$ cat src/rtl/quad_pkg.sv
// Shared constants and helpers for the quadrature input filter slice.
package quad_pkg;

    localparam int PAIR_W = 2;
    localparam int A_BIT  = 0;
    localparam int B_BIT  = 1;

    function automatic int cnt_width(input int len);
        return $clog2(len + 1);
    endfunction

endpackage

$ cat src/rtl/quad_filter_ch.sv
// One encoder channel: A/B synchroniser, stable-count glitch filter, illegal-step detection.
module quad_filter_ch
    import quad_pkg::*;
#(
    parameter int SYNC_STAGES = 2,
    parameter int FILTER_LEN  = 4
) (
    input  logic              clk,
    input  logic              rst,
    input  logic [PAIR_W-1:0] pin,
    input  logic              err_clr,
    output logic [PAIR_W-1:0] state,
    output logic              chg,
    output logic              err_pulse,
    output logic              err_sticky
);

    localparam int               CNT_W    = cnt_width(FILTER_LEN);
    localparam logic [CNT_W-1:0] CNT_DONE = CNT_W'(FILTER_LEN);

    logic [SYNC_STAGES-1:0][PAIR_W-1:0] sync_q, sync_d;
    logic [PAIR_W-1:0]                  s;
    logic [PAIR_W-1:0]                  cand_q, cand_d;
    logic [CNT_W-1:0]                   cnt_q, cnt_d;
    logic [CNT_W-1:0]                   n;
    logic [PAIR_W-1:0]                  out_q, out_d;
    logic                               chg_q, chg_d;
    logic                               err_pulse_q, err_pulse_d;
    logic                               err_sticky_q, err_sticky_d;
    logic                               primed_q, primed_d;
    logic                               update;
    logic                               both_flip;

    assign s = sync_q[SYNC_STAGES-1];

    // NOTE: every signal written in always_comb gets a default first, so no path can infer a latch.
    always_comb begin
        sync_d    = {sync_q[SYNC_STAGES-2:0], pin};
        cand_d    = s;
        n         = (s != cand_q) ? CNT_W'(1) : cnt_q + CNT_W'(1);
        update    = 1'b0;
        cnt_d     = '0;
        out_d     = out_q;
        both_flip = (s[A_BIT] != out_q[A_BIT]) && (s[B_BIT] != out_q[B_BIT]);

        if (s != out_q) begin
            if (n == CNT_DONE) begin
                update = 1'b1;
                out_d  = s;
            end else begin
                cnt_d = n;
            end
        end

        // The first acceptance after reset only arms the checker; pins resting at 11 are not an error.
        chg_d        = update;
        err_pulse_d  = update && primed_q && both_flip;
        primed_d     = primed_q | update;
        err_sticky_d = err_pulse_d | (err_sticky_q & ~err_clr);
    end

    // NOTE: reset is synchronous, so rst is sampled on the edge and stays out of the event list.
    // NOTE: state flops use non-blocking assignments so every flop sees pre-edge values.
    always_ff @(posedge clk) begin
        if (!rst) begin
            sync_q       <= '0;
            cand_q       <= '0;
            cnt_q        <= '0;
            out_q        <= '0;
            chg_q        <= 1'b0;
            err_pulse_q  <= 1'b0;
            err_sticky_q <= 1'b0;
            primed_q     <= 1'b0;
        end else begin
            sync_q       <= sync_d;
            cand_q       <= cand_d;
            cnt_q        <= cnt_d;
            out_q        <= out_d;
            chg_q        <= chg_d;
            err_pulse_q  <= err_pulse_d;
            err_sticky_q <= err_sticky_d;
            primed_q     <= primed_d;
        end
    end

    assign state      = out_q;
    assign chg        = chg_q;
    assign err_pulse  = err_pulse_q;
    assign err_sticky = err_sticky_q;

endmodule

$ cat src/rtl/quad_input_filter.sv
// Multi-channel encoder front end: one quad_filter_ch per A/B pin pair.
module quad_input_filter
    import quad_pkg::*;
#(
    parameter int CHANNELS    = 2,
    parameter int SYNC_STAGES = 2,
    parameter int FILTER_LEN  = 4
) (
    input  logic                       clk,
    input  logic                       rst,
    input  logic [PAIR_W*CHANNELS-1:0] inQ,
    input  logic                       err_clr,
    output logic [PAIR_W*CHANNELS-1:0] outQ,
    output logic [CHANNELS-1:0]        chg,
    output logic [CHANNELS-1:0]        err_pulse,
    output logic [CHANNELS-1:0]        err_sticky
);

    for (genvar k = 0; k < CHANNELS; k++) begin : g_ch
        quad_filter_ch #(
            .SYNC_STAGES (SYNC_STAGES),
            .FILTER_LEN  (FILTER_LEN)
        ) u_ch (
            .clk        (clk),
            .rst        (rst),
            .pin        (inQ[PAIR_W*k +: PAIR_W]),
            .err_clr    (err_clr),
            .state      (outQ[PAIR_W*k +: PAIR_W]),
            .chg        (chg[k]),
            .err_pulse  (err_pulse[k]),
            .err_sticky (err_sticky[k])
        );
    end

endmodule

$ cat config.mk
export PLATFORM = sky130hd
export DESIGN_NAME = quad_input_filter
export DESIGN_NICKNAME = d
export VERILOG_FILES = /design/src/rtl/quad_pkg.sv /design/src/rtl/quad_filter_ch.sv /design/src/rtl/quad_input_filter.sv
export SDC_FILE = /design/constraint.sdc
export NUM_CORES = 1
export LEC_CHECK = 0
export CAP_MARGIN = 20
export CORE_UTILIZATION = 55
export CTS_CLUSTER_SIZE = 40
export DETAILED_ROUTE_END_ITERATION = 7
export MAX_ROUTING_LAYER = met4
export PLACE_DENSITY_LB_ADDON = 0.3
export SYNTH_ARGS = -nofsm -noshare
export SYNTH_HDL_FRONTEND = slang
export SYNTH_SLANG_ARGS = --single-unit
export TNS_END_PERCENT = 100
$ cat constraint.sdc
create_clock -name clk -period 3.65 [get_ports clk]
set_input_delay 0.365 -clock clk [delete_from_list [all_inputs] [get_ports clk]]
set_output_delay 0.365 -clock clk [all_outputs]
set_load 0.01 [all_outputs]
==> flow_summary.rst, run 1 <==
.. list-table::
   :header-rows: 1

   * - Metric
     - Value
   * - Top post-synthesis cells by area
     - sky130_fd_sc_hd__dfxtp_1 52%, sky130_fd_sc_hd__xnor2_2 5.7%, sky130_fd_sc_hd__nand2_1 4.6%
   * - Leak pwr
     - 0.578 nW
   * - Resize count post-CTS
     - 0
   * - Max-cap check violation count
     - 0
   * - Number of enable-type register cells in the synthesized netlist
     - 0
   * - Initial Utilization
     - 0.586
   * - Global-route wire length before repair
     - 2.55 mm
   * - Sequential cell area fraction in the yosys report
     - 0.522
   * - Share of layout cells above drive strength 1
     - 0.160
   * - GPL Wtd Cong
     - 0.792
   * - Slew margin rel.
     - 0.608
   * - Clock tree root buffer cell
     - sky130_fd_sc_hd__clkbuf_4
   * - Terminating pin of the worst hold path
     - g_ch[1].u_ch.cand_d[1]
   * - Number of port buffers
     - 16
   * - Pin count of the biggest net entering global routing
     - 22
   * - Die footprint
     - 2280 sq um
   * - Instance area at placement
     - 1290 sq um
   * - Type of element capturing the critical path
     - primary output
   * - Final hold violations
     - 0
   * - Share of Yosys cell area claimed by the top area cell type
     - 0.522
   * - Number of primary I/O pins
     - 17
   * - Register-to-register path setup slack
     - 2070 ps
   * - Aggregate global routing overflow
     - 0
   * - Number of filler cells placed in the layout
     - 164
   * - Post-DRT Antenna Nets
     - 0
   * - Worst-margin pin slew
     - 586 ps
   * - Capturing point of the worst reg2reg path
     - g_ch[1].u_ch.err_sticky
   * - Number of unique standard cell types used by synthesis
     - 23
   * - HPWL after DPL
     - 1.27 mm
   * - Total global-route track usage
     - 0.176
   * - Synthesized flop and latch total
     - 30
   * - CP delay by family, top
     - buffers and inverters
   * - # setup viols final
     - 0
   * - RSZ-0062 raised after global routing
     - no
   * - Average instance area after synthesis
     - 11.2 sq um
   * - Kind of critical path
     - flip-flop to primary output
   * - Worst hold path stage count
     - 1
   * - Nature of the critical path startpoint
     - flip-flop
   * - Row Count
     - 16
   * - Worst path cell trace
     - clkdlybuf4s50_1
   * - Final total power
     - 565 uW
   * - Number of clock buffers inserted by TritonCTS
     - 5
   * - Cell area power density
     - 419 nW/um^2
   * - Clock insertion delay at the later pin of the skew report
     - 300 ps
   * - Hold bufs inserted after CTS
     - 0
   * - Post-synthesis instance total
     - 103
   * - Post-synth design cell area
     - 1150 sq um
   * - Setup TNS after final layout
     - 0 ps
   * - Worst r2r src
     - g_ch[1].u_ch.cnt_q[0]
   * - Crit path arrival time
     - 1230 ps
   * - Inserted Diodes
     - 0
   * - Fmax achieved
     - 627 MHz
   * - Peak supply drop
     - 0.000291 V
   * - Count of yosys warnings during synthesis
     - 0
   * - Hold WC Path Type
     - flip-flop to flip-flop
   * - Maximum fanout count along the critical path
     - 3
   * - Synth-to-Final Area Change
     - 17.4%
   * - Syn_nets
     - 112
   * - Via-per-instance ratio
     - 4.82
   * - Crit. path cell count
     - 1
   * - Critical Path RT
     - 3280 ps
   * - Height of the die
     - 47.7 um
   * - Beginning of the worst hold path
     - g_ch[1].u_ch.sync_d[3]
   * - Final worst path period need
     - 1600 ps
   * - Share of the clock period used by the worst path
     - 0.437
   * - Cell with the most instances after synthesis
     - sky130_fd_sc_hd__dfxtp_1
   * - Standard cell with the maximum stage delay on the critical path
     - sky130_fd_sc_hd__clkdlybuf4s50_1
   * - DIE WIDTH
     - 47.7 um
   * - Detailed-route wire length per cell
     - 11.4 um
   * - Postcts setup bufs
     - 0
   * - R2R cell count
     - 4
   * - Fraction of registers with async set/reset
     - 0
   * - Longest Clk Path Bufs
     - 2
   * - Layout Nets
     - 127
   * - Final standard cell area without fillers
     - 1350 sq um
   * - Final core utilization
     - 0.688
   * - Via count of the first global-routing pass
     - 613
   * - Max-slew violation count
     - 0
   * - Worst Clk Skew
     - 3.63 ps
   * - Number of antenna violations at the first check in global routing
     - 0
   * - Clock tree from TritonCTS
     - built
   * - Detailed-route wire length
     - 1.67 mm
   * - Most frequent cells after synthesis
     - 30 x sky130_fd_sc_hd__dfxtp_1, 14 x sky130_fd_sc_hd__nand2_1, 8 x sky130_fd_sc_hd__and2_1
   * - Number of iterations in the first detailed-routing pass
     - 4
   * - Number of DRC markers in iteration 0
     - 14
   * - Fin Hold WS
     - 440 ps
   * - Status
     - completed
   * - Top flip-flop cell by instance count after synthesis
     - sky130_fd_sc_hd__dfxtp_1
   * - Delay contributed by the slowest stage of the critical path
     - 550 ps
   * - Number of design rule violations left after detail routing
     - 0
   * - Buffers plus inverters on the worst setup path
     - 1
   * - Clock transition at the registers of the reported paths
     - 80 ps
   * - Total core area
     - 1960 sq um
   * - Clock Sink Count
     - 30
   * - H-tree levels
     - 2
   * - Detailed-route via count
     - 703
   * - Largest area contributor in the synthesized netlist
     - sky130_fd_sc_hd__dfxtp_1
[kinds of logic (layout without fill, tap and decap cells)]
kind of cell               Yosys count  count (layout)  synth area share
muxes                                4               4            0.0348
DFF                                 30              30             0.522
and+or+nand+nor                     35              35             0.187
adders and majority gates            2               2            0.0218
buffers and inverters               14              30            0.0664
xor gates and xnor gates            10              10             0.102
AOI/OAI and AO/OA                    8               8            0.0653
[registers in the layout, summed over array words and instances (netlist names)]
signal	flops
g_ch.u_ch.err_sticky	2
g_ch.u_ch.primed_q	2
g_ch.u_ch.err_pulse	2
g_ch.u_ch.cand_q	4
g_ch.u_ch.cand_d	4
g_ch.u_ch.state	4
g_ch.u_ch.chg	2
g_ch.u_ch.sync_d	4
g_ch.u_ch.cnt_q	6
[placed cells by master (no fill, tap or decap), drive strengths merged]
| cell | Yosys | routed |
|---|---|---|
| xor2 | 2 | 2 |
| nand2 | 14 | 14 |
| clkbuf | 1 | 7 |
| inv | 6 | 6 |
| nor2 | 2 | 2 |
| nand4 | 2 | 2 |
| o41ai | 2 | 2 |
| dfxtp | 30 | 30 |
| a21bo | 2 | 2 |
| nor4b | 2 | 2 |
| nor2b | 3 | 3 |
| clkinv | 0 | 1 |
| ha | 2 | 2 |
| mux2i | 4 | 4 |
| clkdlybuf4s50 | 0 | 16 |
| xnor2 | 8 | 8 |
| a31oi | 2 | 2 |
| and2 | 8 | 8 |
| nor3 | 2 | 2 |
| nor4 | 2 | 2 |
| o21ai | 2 | 2 |
[per-layer routing]
metal	GRT usage	share of wire	vias to the layer above
li1	-	-	365
met5	-	0	-
met3	0.0679	0.044	2
met1	0.196	0.44	320
met2	0.276	0.50	16
met4	0.0833	0.014	0
[report_power, final]
| group | internal, mW | total, mW | leakage (nW) | switching, mW |
|---|---|---|---|---|
| combinational | 0.0162 | 0.0319 | 0.299 | 0.0157 |
| clock | 0.0932 | 0.195 | 0.0353 | 0.102 |
| sequential | 0.334 | 0.338 | 0.244 | 0.00467 |
| total | 0.443 | 0.565 | 0.578 | 0.122 |
[through the flow]
step           cells  setup WS [ps]
6_report         146           2050
5_1_grt          146           1990
4_1_cts          146           2040
3_5_place_dp     138           1800
3_3_place_gp     138           1840
2_1_floorplan    103           2270
[area by class of cell]
cell class / instances / area [sq um] / area share
sequential: 30 / 601 / 0.445
multi-input combinational: 59 / 473 / 0.350
timing repair buffer: 16 / 160 / 0.119
clock buffer: 7 / 55.1 / 0.0408
tap: 27 / 33.8 / 0.0250
inverter: 6 / 22.5 / 0.0167
clock inverter: 1 / 5.00 / 0.00371
[how the worst max path moves through the flow]
stage | start | end
2_1_floorplan | g_ch[0].u_ch.cnt_q[0] | g_ch[0].u_ch.err_sticky
3_3_place_gp | rst | g_ch[0].u_ch.cnt_q[2]
3_5_place_dp | rst | g_ch[0].u_ch.cnt_q[2]
4_1_cts | g_ch[0].u_ch.state[0] | outQ[0]
5_1_grt | g_ch[1].u_ch.cnt_q[0] | g_ch[1].u_ch.err_sticky
6_report | g_ch[1].u_ch.state[1] | outQ[3]
No activity file was read; power rests on OpenSTA's default activity.
==> run 2, diff against run 1 <==
--- a/config.mk
+++ b/config.mk
@@ -6,7 +6,7 @@
 export NUM_CORES = 1
 export LEC_CHECK = 0
 export CAP_MARGIN = 20
-export CORE_UTILIZATION = 55
+export CORE_UTILIZATION = 51
 export CTS_CLUSTER_SIZE = 40
 export DETAILED_ROUTE_END_ITERATION = 7
 export MAX_ROUTING_LAYER = met4
==> constraint.sdc (replaced) <==
create_clock -name clk -period 1.65 [get_ports clk]
set_input_delay 0.165 -clock clk [delete_from_list [all_inputs] [get_ports clk]]
set_output_delay 0.165 -clock clk [all_outputs]
set_load 0.01 [all_outputs]
==> flow_summary.rst, run 2 (synthesis results as in run 1) <==
.. list-table::
   :header-rows: 1

   * - Metric
     - Value
   * - Max-slew violation count
     - 0 (unchanged)
   * - Share of layout cells above drive strength 1
     - 0.168 (+0.00840)
   * - Hold WC Path Type
     - input pin to flip-flop
   * - Final worst path period need
     - 1510 ps
   * - Instance area at placement
     - 1300 sq um (+0.58%)
   * - Leak pwr
     - 0.592 nW (+2.4%)
   * - Type of element capturing the critical path
     - flip-flop
   * - Setup TNS after final layout
     - 0 ps (unchanged)
   * - Number of filler cells placed in the layout
     - 169 (+3.0%)
   * - Height of the die
     - 49.5 um (+3.7%)
   * - Inserted Diodes
     - 0 (unchanged)
   * - Multi-input gate area
     - 473 sq um (unchanged)
   * - Crit path arrival time
     - 1730 ps (+500 ps)
   * - Pin count of the biggest net entering global routing
     - 13 (-41%)
   * - Fin Hold WS
     - 421 ps (-18.5 ps)
   * - Cell area power density
     - 1020 nW/um^2 (+140%)
   * - Synth-to-Final Area Change
     - 19.9%
   * - Maximum fanout count along the critical path
     - 6 (+3)
   * - Number of DRC markers in iteration 0
     - 8 (-6)
   * - Kind of critical path
     - flip-flop to flip-flop
   * - Hold bufs inserted after CTS
     - 0 (unchanged)
   * - Final standard cell area without fillers
     - 1380 sq um (+2.1%)
   * - Number of antenna violations at the first check in global routing
     - 0 (unchanged)
   * - Post-DRT Antenna Nets
     - 0 (unchanged)
   * - Peak supply drop
     - 0.000756 V (+160%)
   * - Number of primary I/O pins
     - 17 (unchanged)
   * - Total core area
     - 2040 sq um (+4.1%)
   * - Aggregate global routing overflow
     - 0 (unchanged)
   * - Clock transition at the registers of the reported paths
     - 80 ps (about the same)
   * - Global-route wire length before repair
     - 2.93 mm (+15%)
   * - DIE WIDTH
     - 49.5 um (+3.7%)
   * - Slew margin rel.
     - 0.758 (+0.150)
   * - GPL Wtd Cong
     - 0.797 (+0.63%)
   * - Die footprint
     - 2450 sq um (+7.5%)
   * - Detailed-route via count
     - 721 (+2.6%)
   * - Clock tree from TritonCTS
     - built
   * - Status
     - completed
   * - Most frequent cells in the layout
     - 30 x sky130_fd_sc_hd__dfxtp_1, 16 x sky130_fd_sc_hd__clkdlybuf4s50_1, 14 x sky130_fd_sc_hd__nand2_1
   * - Most common cell after layout, fill and taps aside
     - sky130_fd_sc_hd__dfxtp_1
   * - Resize count post-CTS
     - 0 (unchanged)
   * - Number of clock buffers inserted by TritonCTS
     - 5 (unchanged)
   * - Clock insertion delay at the later pin of the skew report
     - 320 ps (+20 ps)
   * - Nature of the critical path startpoint
     - flip-flop
   * - HPWL after DPL
     - 1.17 mm (-7.8%)
   * - Critical Path RT
     - 1870 ps (-1410 ps)
   * - Via count of the first global-routing pass
     - 691 (+13%)
   * - Detailed-route wire length
     - 1.59 mm (-4.7%)
   * - Row Count
     - 16 (unchanged)
   * - Final hold violations
     - 0 (unchanged)
   * - Clock tree root buffer cell
     - sky130_fd_sc_hd__clkbuf_4
   * - Largest register by flop count
     - g_ch.u_ch.cnt_q
   * - Worst-margin pin slew
     - 360 ps (-226 ps)
   * - Clock Sink Count
     - 30 (unchanged)
   * - Register Area
     - 601 sq um (unchanged)
   * - # setup viols final
     - 0 (unchanged)
   * - Postcts setup bufs
     - 0 (unchanged)
   * - Via-per-instance ratio
     - 4.94 (+2.6%)
   * - Fmax achieved
     - 661 MHz
   * - Number of port buffers
     - 16 (unchanged)
   * - Total global-route track usage
     - 0.168 (-0.00774)
   * - Flip-flop count of the largest register after layout
     - 6 (unchanged)
   * - Initial Utilization
     - 0.563 (-0.0230)
   * - Number of iterations in the first detailed-routing pass
     - 4 (unchanged)
   * - Worst Clk Skew
     - 8.55 ps (+4.92 ps)
   * - Longest Clk Path Bufs
     - 2 (unchanged)
   * - Max-cap check violation count
     - 0 (unchanged)
   * - H-tree levels
     - 2 (unchanged)
   * - Layout Nets
     - 128 (+0.79%)
   * - Number of design rule violations left after detail routing
     - 0 (unchanged)
   * - Share of the clock period used by the worst path
     - 0.917
   * - Detailed-route wire length per cell
     - 10.9 um (-4.7%)
   * - RSZ-0062 raised after global routing
     - no
[run 2: cell types whose count changed in the layout (fill, tap and decap cells not counted)]
cell	previous run	this run
sky130_fd_sc_hd__bufinv_16	0	1
sky130_fd_sc_hd__clkbuf_1	1	0
sky130_fd_sc_hd__buf_4	0	1
sky130_fd_sc_hd__clkinv_2	1	0
[run 2: critical path: stages, from the launching register on]
cell and delay [ps]:
sky130_fd_sc_hd__dfxtp_1 330, sky130_fd_sc_hd__ha_1 300, sky130_fd_sc_hd__nor2b_1 270, sky130_fd_sc_hd__nand4_4 200
sky130_fd_sc_hd__o41ai_2 320
[run 2: layout make-up]
type                       instances  area share
clock inverter                     1      0.0218
clock buffer                       6      0.0372
tap                               27      0.0245
sequential                        30       0.436
multi-input combinational         59       0.343
timing repair buffer              17       0.122
inverter                           6      0.0163
[run 2: path summary, 6_finish.rpt]
check | from | depth (start not counted) | to | slack [ps]
setup / recovery | g_ch[0].u_ch.cnt_q[0] | 4 | g_ch[0].u_ch.err_sticky | 140
hold / removal | inQ[3] | 2 | g_ch[1].u_ch.sync_d[3] | 420
hold reg to reg | g_ch[1].u_ch.sync_d[2] | 1 | g_ch[1].u_ch.cand_d[0] | 440
setup reg to reg | g_ch[0].u_ch.cnt_q[0] | 4 | g_ch[0].u_ch.err_sticky | 140
[run 2: power by group]
group,leakage [nW],switching (mW),internal [mW]
clock network,0.0443,0.227,0.353
logic,0.304,0.0354,0.0374
registers,0.244,0.0101,0.738
[run 2: stage by stage]
step	std cells	utilization	power, mW	worst slack [ps]
2_1_floorplan	103	-	0.813	272
3_3_place_gp	139	0.635	0.834	197
3_5_place_dp	139	0.635	0.838	154
4_1_cts	146	0.675	1.41	132
5_1_grt	146	0.675	1.47	0.617
6_report	146	0.675	1.40	137
[run 2: routing by layer]
| layer | global-route usage | routed length [um] |
|---|---|---|
| met2 | 0.267 | 754 |
| met3 | 0.0556 | 66 |
| met1 | 0.181 | 725 |
| met4 | 0.105 | 44 |
| met5 | - | 0 |
==> run 3, diff against run 2 <==
--- a/config.mk
+++ b/config.mk
@@ -6,6 +6,7 @@
 export NUM_CORES = 1
 export LEC_CHECK = 0
 export CAP_MARGIN = 20
+export CORE_ASPECT_RATIO = 0.75
 export CORE_UTILIZATION = 51
 export CTS_CLUSTER_SIZE = 40
 export DETAILED_ROUTE_END_ITERATION = 7
==> flow_summary.rst, run 3 (synthesis results as in run 1) <==
.. list-table::
   :header-rows: 1

   * - Metric
     - Value
   * - H-tree levels
     - 2 (unchanged)
   * - Slew margin rel.
     - 0.753 (-0.00516)
   * - Number of primary I/O pins
     - 17 (unchanged)
   * - Inserted Diodes
     - 0 (unchanged)
   * - Hold WC Path Type
     - input pin to flip-flop
   * - Routing usage on met2
     - 0.217 (-0.0505)
   * - Worst hold path stage count
     - 2 (unchanged)
   * - Via count of the first global-routing pass
     - 645 (-6.7%)
   * - Number of design rule violations left after detail routing
     - 5 (+5)
   * - Number of DRC markers in iteration 0
     - 12 (+4)
   * - Total global-route track usage
     - 0.158 (-0.0107)
   * - Number of clock buffers inserted by TritonCTS
     - 5 (unchanged)
   * - Final hold violations
     - 0 (unchanged)
   * - Failing checks
     - design-rule violations
   * - Number of non-filler instances in the completed layout
     - 145 (-0.68%)
   * - Beginning of the worst hold path
     - inQ[1]
   * - Register-to-register path setup slack
     - 160 ps (+20 ps)
   * - Pin count of the biggest net entering global routing
     - 17 (+4)
   * - Most common cell after layout, fill and taps aside
     - sky130_fd_sc_hd__dfxtp_1
   * - Hold bufs inserted after CTS
     - 0 (unchanged)
   * - DIE WIDTH
     - 56.8 um (+15%)
   * - GPL Wtd Cong
     - 0.753 (-5.5%)
   * - Number of filler cells placed in the layout
     - 155 (-8.3%)
   * - Final worst path period need
     - 1490 ps (-22.0 ps)
   * - Setup TNS after final layout
     - 0 ps (unchanged)
   * - Flip-flop count of the largest register after layout
     - 6 (unchanged)
   * - Maximum fanout count along the critical path
     - 6 (unchanged)
   * - Post-DRT Antenna Nets
     - 0 (unchanged)
   * - Met3 usage
     - 0.0640 (+0.00847)
   * - Aggregate global routing overflow
     - 0 (unchanged)
   * - Row Count
     - 14 (-2)
   * - Detailed-route via count
     - 725 (+0.55%)
   * - Synth-to-Final Area Change
     - 18.0%
   * - Clock tree from TritonCTS
     - built
   * - Register Area
     - 601 sq um (unchanged)
   * - Detailed-route wire length
     - 1.71 mm (+7.2%)
   * - Detailed-route wire length per cell
     - 11.8 um (+8.0%)
   * - # setup viols final
     - 0 (unchanged)
   * - Share of the clock period used by the worst path
     - 0.904 (-0.0133)
   * - Number of iterations in the first detailed-routing pass
     - 6 (+2)
   * - Post-placement cell count
     - 136 (-2.2%)
   * - Crit path arrival time
     - 1710 ps (-20 ps)
   * - Status
     - finished, violations left
   * - R2R cell count
     - 4 (unchanged)
   * - RSZ-0062 raised after global routing
     - no
   * - Initial Utilization
     - 0.556 (-0.00682)
   * - Met1 track utilization from global routing
     - 0.196 (+0.0149)
   * - Die footprint
     - 2450 sq um (about the same)
   * - Share of layout cells above drive strength 1
     - 0.174 (+0.00549)
   * - Longest Clk Path Bufs
     - 2 (unchanged)
   * - Worst Clk Skew
     - 4.36 ps (-4.19 ps)
   * - Most frequent cells in the layout
     - 30 x sky130_fd_sc_hd__dfxtp_1, 16 x sky130_fd_sc_hd__clkdlybuf4s50_1, 14 x sky130_fd_sc_hd__nand2_1
   * - Max-slew violation count
     - 0 (unchanged)
   * - Clock insertion delay at the later pin of the skew report
     - 310 ps (about the same)
   * - Type of element capturing the critical path
     - flip-flop
   * - Capturing point of the worst reg2reg path
     - g_ch[0].u_ch.err_sticky
   * - Total core area
     - 2070 sq um (+1.2%)
   * - Clock transition at the registers of the reported paths
     - 80 ps (about the same)
   * - Global-route wire length before repair
     - 2.73 mm (-6.8%)
   * - Clock tree root buffer cell
     - sky130_fd_sc_hd__clkbuf_4
   * - Critical Path RT
     - 1870 ps (about the same)
   * - Kind of critical path
     - flip-flop to flip-flop
   * - Worst-margin pin slew
     - 368 ps (+7.69 ps)
   * - Clock Sink Count
     - 30 (unchanged)
   * - Cell area power density
     - 882 nW/um^2 (-13%)
   * - Worst r2r src
     - g_ch[0].u_ch.cnt_q[0]
   * - Number of port buffers
     - 16 (unchanged)
   * - Via-per-instance ratio
     - 5.00 (+1.2%)
   * - Fmax achieved
     - 671 MHz (+1.5%)
   * - Peak supply drop
     - 0.000384 V (-49%)
   * - Layout Nets
     - 130 (+1.6%)
   * - Multi-input gate area
     - 475 sq um (+0.53%)
   * - Max-cap check violation count
     - 0 (unchanged)
   * - HPWL after DPL
     - 1.21 mm (+3.3%)
   * - Gr busiest metal
     - met2
   * - Leak pwr
     - 0.561 nW (-5.2%)
   * - Terminating pin of the worst hold path
     - g_ch[0].u_ch.sync_d[3]
   * - Height of the die
     - 43.1 um (-13%)
   * - Number of antenna violations at the first check in global routing
     - 0 (unchanged)
   * - Largest register by flop count
     - g_ch.u_ch.cnt_q
   * - Nature of the critical path startpoint
     - flip-flop
## run 3: changes by cell type in the layout (fill, tap and decap cells not counted)
cell                        previous run  this run
sky130_fd_sc_hd__bufinv_16             1         0
sky130_fd_sc_hd__nor2b_2               0         1
sky130_fd_sc_hd__buf_4                 1         3
sky130_fd_sc_hd__clkbuf_8              1         0
sky130_fd_sc_hd__nor2b_1               3         2
sky130_fd_sc_hd__clkbuf_1              0         2
## run 3: power by group
part,switching [mW],internal (mW),leakage [nW]
registers,0.0103,0.738,0.244
clock network,0.215,0.160,0.0254
logic,0.0356,0.0378,0.292
## run 3: worst max-delay path: stages, from the launching register on
cell	delay (ps)
sky130_fd_sc_hd__dfxtp_1	340
sky130_fd_sc_hd__ha_1	340
sky130_fd_sc_hd__nor2b_2	220
sky130_fd_sc_hd__nand4_4	190
sky130_fd_sc_hd__o41ai_2	310
## run 3: layer usage
metal | part of all wire | up-vias | wire (um)
li1 | - | 369 | -
met1 | 0.46 | 328 | 783
met2 | 0.46 | 24 | 783
met3 | 0.062 | 4 | 106
met4 | 0.019 | 0 | 32
met5 | 0 | - | 0
## run 3: worst max path at each step
stage                                     start                       to  slack [ps]  depth (start not counted)
after floorplan           g_ch[0].u_ch.cnt_q[0]  g_ch[0].u_ch.err_sticky         270                          4
after global placement    g_ch[1].u_ch.cnt_q[0]  g_ch[1].u_ch.err_sticky         220                          4
after detailed placement  g_ch[0].u_ch.cnt_q[0]  g_ch[0].u_ch.err_sticky         100                          4
after CTS                 g_ch[1].u_ch.cnt_q[0]  g_ch[1].u_ch.err_sticky          90                          4
after global routing      g_ch[1].u_ch.cnt_q[0]    g_ch[1].u_ch.primed_q          40                          5
final                     g_ch[0].u_ch.cnt_q[0]  g_ch[0].u_ch.err_sticky         160                          4
## run 3: repair_timing
action | 4_1_cts | 5_1_grt
resized for setup | 0 | 1
setup endpoints to repair | 0 | 3
setup buffers | 0 | 2
## run 3: layout make-up
| cell class | count | share of cell area |
|---|---|---|
| Clock buffer | 7 | 0.0332 |
| Sequential cell | 30 | 0.443 |
| Tap cell | 24 | 0.0221 |
| Multi-Input combinational cell | 59 | 0.351 |
| Timing Repair Buffer | 19 | 0.135 |
| Inverter | 6 | 0.0166 |
## run 3: metrics by stage
step | hold slack (ps) | utilization | cell area, sq um | power, mW | setup slack, ps
finish | 421 | 0.656 | 1360 | 1.20 | 159
global route | 414 | 0.656 | 1360 | 1.25 | 39.8
CTS | 414 | 0.648 | 1340 | 1.21 | 86.5
detailed placement | 418 | 0.626 | 1290 | 0.838 | 95.4
global placement | 414 | 0.626 | 1290 | 0.835 | 224
floorplan | 292 | - | 1150 | 0.813 | 272
==> RTL edit 1 (flow settings as in run 2) <==
The parameter `CHANNELS` goes from 2 to 4.
--- a/src/rtl/quad_input_filter.sv
+++ b/src/rtl/quad_input_filter.sv
@@ -4,3 +4,3 @@
 #(
-    parameter int CHANNELS    = 2,
+    parameter int CHANNELS    = 4,
     parameter int SYNC_STAGES = 2,
Interface: changed (5 resized); port bits go from 17 to 31. No check against the original RTL was run, so the function may have changed too.
==> RTL edit 1 against run 2 <==
Area after synthesis grew 97%. Routed wire length grew 110%. Clock power grew 110%. Clock skew shrank 2.6 ps. Sequential cell count grew 30. Core utilization shrank 1.6 points. Count of clock-buffer cells in the layout grew 7. Setup slack lost 92 ps. Final cell count grew 96%. Non-clock buffer count grew 15. Design area grew 98%. Hold slack lost 0.75 ps. Power grew 110%. Largest cell class unchanged. Highest routed layer unchanged.
==> RTL edit 1: results <==
group,metric,value,unit
outcome,run_status,"finished, final reports clean",
placed_design,post-place-cells,271,
critical_path,cp_slowest_stage_delay,360,ps
clock_network,cts_root_buf,"clkbuf_8",
clock_network,cts_htree_levels,3,
grt,via_count_of_the_first_global_routing_pass,1341,
pwr,power,0.00288,W
sta,clock_skew,5.94,ps
detailed_routing,route.detailed.wl_per_inst,12.0,um
synthesis,synth_area_per_cell,11.0,um^2
critical_path,timing.critical_path.slowest_stage_cell,"o41ai_2",
synthesis,yosys-top-cells-area,"dfxtp_1 (53%), nand2_1 (4.6%), xnor2_1 (4.6%)",
synthesis,synth_compound_gate_area_share,0.0663,
pwr,worst_ir_drop_vdd,0.715,mV
synthesis,post_synth_most_frequent_cells,"dfxtp_1 (60), nand2_1 (28), and2_1 (16)",
cells_and_area,post_route_cells_drive_above_1_share,0.144,
cells_and_area,inverters,12,
cells_and_area,multi_input_gate_share_of_total_cell_area,0.333,
cells_and_area,buffers_excl_clock,32,
cells_and_area,comb.multi_input.count,117,
cells_and_area,postLayoutCoreUtil,0.659,
synthesis,synth_sequential_area_ratio,0.531,
placed_design,placed_cell_area,2550,um^2
placed_design,hpwlAfterDp,2.36,mm
synthesis,syn_nets,220,
cells_and_area,n_clock_buffer,13,
placed_design,buffer_ports.inserted,30,
cells_and_area,area_share_clock_buf_inv,0.0674,
clock_network,cts.reportedPaths.clkPinSlew,60,ps
cells_and_area,filler_cell_count,336,
grt,grt_start_max_net_pins,27,
detailed_routing,via_per_inst,4.94,
cells_and_area,ff_latch_area,1200,um^2
placed_design,pre_cts_ws,95.1,ps
sta,slew_headroom,0.773,
cells_and_area,post_layout_nonfiller_instances,286,
die,dieArea,4710,um^2
critical_path,worstSetupEndpoint,"g_ch[3].u_ch.err_sticky$_SDFF_PN0_",
detailed_routing,drtIter0Drc,77,
pwr,netSwitchingPower,0.000601,W
grt,globalRouteTotalUtil,0.180,
clock_network,cts-buffers-inserted,9,
sta,timing.final.ws_setup,45.6,ps
pwr,p_leak,1.18,nW
cells_and_area,final_non_clock_buffer_share,0.120,
pwr,power.clock.fraction,0.431,
placed_design,gp_congestion,0.686,
cells_and_area,numSequentialCells,60,
critical_path,worst-r2r-cell-count,4,
grt,grt_pass1_wl,5.84,mm
critical_path,crit_start,"g_ch[3].u_ch.cnt_q[0]$_SDFF_PP0_",
cells_and_area,largest_register_ff_count,12,
synthesis,synth-adder-area-share,0.0221,
synthesis,synth.area.mux_share,0.0354,
cells_and_area,nNetsFinal,247,
synthesis,synthXorXnorAreaFrac,0.0907,
pwr,powerComb,0.000141,W
## RTL edit 1: worst min-delay path by stage
| stage | start | endpoint | slack, ps | cells after the start |
|---|---|---|---|---|
| finish | inQ[1] | g_ch[0].u_ch.sync_d[3]$_SDFF_PN0_ | 420 | 2 |
| global route | inQ[6] | g_ch[3].u_ch.sync_d[2]$_SDFF_PN0_ | 420 | 2 |
| CTS | inQ[1] | g_ch[0].u_ch.sync_d[3]$_SDFF_PN0_ | 400 | 2 |
| detailed placement | g_ch[3].u_ch.sync_d[2]$_SDFF_PN0_ | g_ch[3].u_ch.cand_d[0]$_SDFF_PN0_ | 420 | 1 |
| global placement | g_ch[2].u_ch.sync_d[2]$_SDFF_PN0_ | g_ch[2].u_ch.cand_d[0]$_SDFF_PN0_ | 410 | 1 |
| floorplan | inQ[0] | g_ch[0].u_ch.sync_d[2]$_SDFF_PN0_ | 290 | 1 |
## RTL edit 1: worst max-delay path, delay by kind of cell, from the launching register on
kind,cells,cell delay (ps)
adders and majority gates,1,320
and+or+nand+nor,2,500
DFF,1,330
AOI/OAI and AO/OA,1,360
## RTL edit 1: per-layer routing
layer | global-route usage | share of wire | vias to the layer above
li1 | - | - | 722
met1 | 0.207 | 0.48 | 652
met2 | 0.271 | 0.45 | 33
met3 | 0.0641 | 0.046 | 7
met4 | 0.102 | 0.026 | 0
met5 | - | 0 | -
## RTL edit 1: logic make-up (layout without fill, tap and decap cells)
| group | Yosys count | in the layout |
|---|---|---|
| XOR/XNOR | 20 | 20 |
| multiplexers | 8 | 8 |
| AND/OR/NAND/NOR | 69 | 69 |
| AO/OA/AOI/OAI | 16 | 16 |
| buffers and inverters | 28 | 59 |
| adder cells (fa/ha/maj) | 4 | 4 |
| flip-flops | 60 | 60 |
==> RTL edit 2 (config.mk and constraints of run 2) <==
Without the edit above. Put a register stage on the output `chg`, without a reset. The value now appears one clock later. The other outputs are not delayed to match.
--- a/src/rtl/quad_input_filter.sv
+++ b/src/rtl/quad_input_filter.sv
@@ -18,2 +18,4 @@
 
+    logic [CHANNELS-1:0] chg_c;
+
     for (genvar k = 0; k < CHANNELS; k++) begin : g_ch
@@ -28,3 +30,3 @@
             .state      (outQ[PAIR_W*k +: PAIR_W]),
-            .chg        (chg[k]),
+            .chg        (chg_c[k]),
             .err_pulse  (err_pulse[k]),
@@ -34,2 +36,6 @@
 
+    always_ff @(posedge clk) begin
+        chg <= chg_c;
+    end
+
 endmodule
Check against the original RTL: not equivalent (a bounded check fails within 10 cycles, from zero or initial values and one cycle with rst low).
==> RTL edit 2 against run 2 <==
Global-route usage down 0.63 points. Design area up 2.7%. Power down 6.1%. Setup slack worse by 9.1 ps. Routed wire length up 1.0%. Highest routed layer unchanged. Sequential cell count up 2. Area after synthesis up 2.8%. Largest cell class unchanged.
==> RTL edit 2: results <==
group,metric,value,unit
outcome,run_status,"finished, final reports clean",
sta,clock_skew,4.89,ps
critical_path,crit-reg2reg-capture,"g_ch[1].u_ch.err_sticky$_SDFF_PN0_",
critical_path,crit_arrival,1760,ps
synthesis,syn_nets,112,
grt,global_route.usage.met3,0.100,
critical_path,critical_path.reg2reg.startpoint,"g_ch[1].u_ch.cnt_q[0]$_SDFF_PP0_",
sta,worst_slew_pin_slew,321,ps
pwr,cell_internal_pwr,0.00104,W
clock_network,cts-buffers-inserted,5,
synthesis,synth_area_per_cell,11.5,um^2
grt,met1_usage,0.176,
grt,via_count_of_the_first_global_routing_pass,670,
synthesis,post_synth_most_frequent_cells,"dfxtp_1 (32), nand2_1 (14), and2_1 (8)",
sta,finalCritPeriodShare,0.922,
synthesis,ys_types,21,
grt,globalRouteTotalUtil,0.162,
grt,met2_usage,0.227,
worst_hold_path,whs_path_depth,0,
cells_and_area,nNetsFinal,131,
grt,grt_pass1_wl,2.75,mm
cells_and_area,filler_cell_count,191,
placed_design,gp_congestion,0.792,
worst_hold_path,worstHoldStart,"g_ch[0].u_ch.chg$_SDFF_PN0_",
worst_hold_path,hold-path-endpoint,"chg[0]$_DFF_P_",
synthesis,synth_sequential_area_ratio,0.542,
placed_design,hpwlAfterDp,1.18,mm
detailed_routing,drtIter0Drc,2,
pwr,p_leak,0.580,nW
critical_path,cp_slowest_stage_delay,350,ps
grt,grt_start_max_net_pins,10,
cells_and_area,post_layout_nonfiller_instances,151,
detailed_routing,detail_route.wirelength,1.61,mm
critical_path,timing.critical_path.slowest_stage_cell,"o41ai_2",
placed_design,post-place-cells,143,
==> RTL edit 2: how the worst max path moves through the flow <==
stage | from | to | depth (start not counted)
final | g_ch[1].u_ch.cnt_q[0]$_SDFF_PP0_ | g_ch[1].u_ch.err_sticky$_SDFF_PN0_ | 4
after global routing | g_ch[1].u_ch.cnt_q[0]$_SDFF_PP0_ | g_ch[1].u_ch.err_sticky$_SDFF_PN0_ | 4
after CTS | g_ch[0].u_ch.cnt_q[0]$_SDFF_PP0_ | g_ch[0].u_ch.err_sticky$_SDFF_PN0_ | 4
after detailed placement | g_ch[0].u_ch.cnt_q[0]$_SDFF_PP0_ | g_ch[0].u_ch.err_sticky$_SDFF_PN0_ | 4
after global placement | g_ch[1].u_ch.cnt_q[0]$_SDFF_PP0_ | g_ch[1].u_ch.err_sticky$_SDFF_PN0_ | 4
after floorplan | g_ch[0].u_ch.cnt_q[0]$_SDFF_PP0_ | g_ch[0].u_ch.err_sticky$_SDFF_PN0_ | 4
==> RTL edit 2: layout make-up <==
class / instances / area share
multi-input combinational: 59 / 0.342
inverter: 6 / 0.0159
sequential: 32 / 0.452
timing repair buffer: 18 / 0.124
tap: 28 / 0.0247
clock buffer: 8 / 0.0415
==> RTL edit 2: power groups by stage <==
| stage | Combinational [W] | Clock [W] | Sequential, W |
|---|---|---|---|
| after global placement | 0.0000732 | 0 | 0.000814 |
| after CTS | 0.0000765 | 0.000459 | 0.000797 |
| after detailed placement | 0.0000758 | 0 | 0.000815 |
| after floorplan | 0.0000508 | 0 | 0.000813 |
| after global routing | 0.0000831 | 0.000502 | 0.000798 |
| final | 0.0000763 | 0.000443 | 0.000797 |
==> RTL edit 2: logic make-up after synthesis <==
kind of cell,synth area share
compound gates,0.0635
buf+inv,0.0508
fa+ha+maj,0.0212
flops,0.542
mux,0.0339
simple gates,0.189
xor+xnor,0.0995
==> RTL edit 2: repair_timing <==
action,CTS,global route
gates resized for setup,0,1
buffers inserted,0,0
endpoints found under the setup margin,0,2
==> RTL edit 2: per-stage QoR <==
stage                     utilization  instance area, um^2  setup WS [ps]  hold slack [ps]  power, W
after global placement          0.619                 1360            174              311  0.000887
after detailed placement        0.619                 1360           89.8              314  0.000891
final                           0.646                 1420            128              334   0.00132
after CTS                       0.645                 1410           63.1              335   0.00133
after global routing            0.646                 1420           48.1              354   0.00138
after floorplan                     -                 1180            217              292  0.000864
==> RTL edit 2: layer usage <==
layer,vias to the layer above,share of wire
li1,374,-
met1,333,0.45
met2,22,0.46
met3,4,0.075
met4,0,0.014
met5,-,0
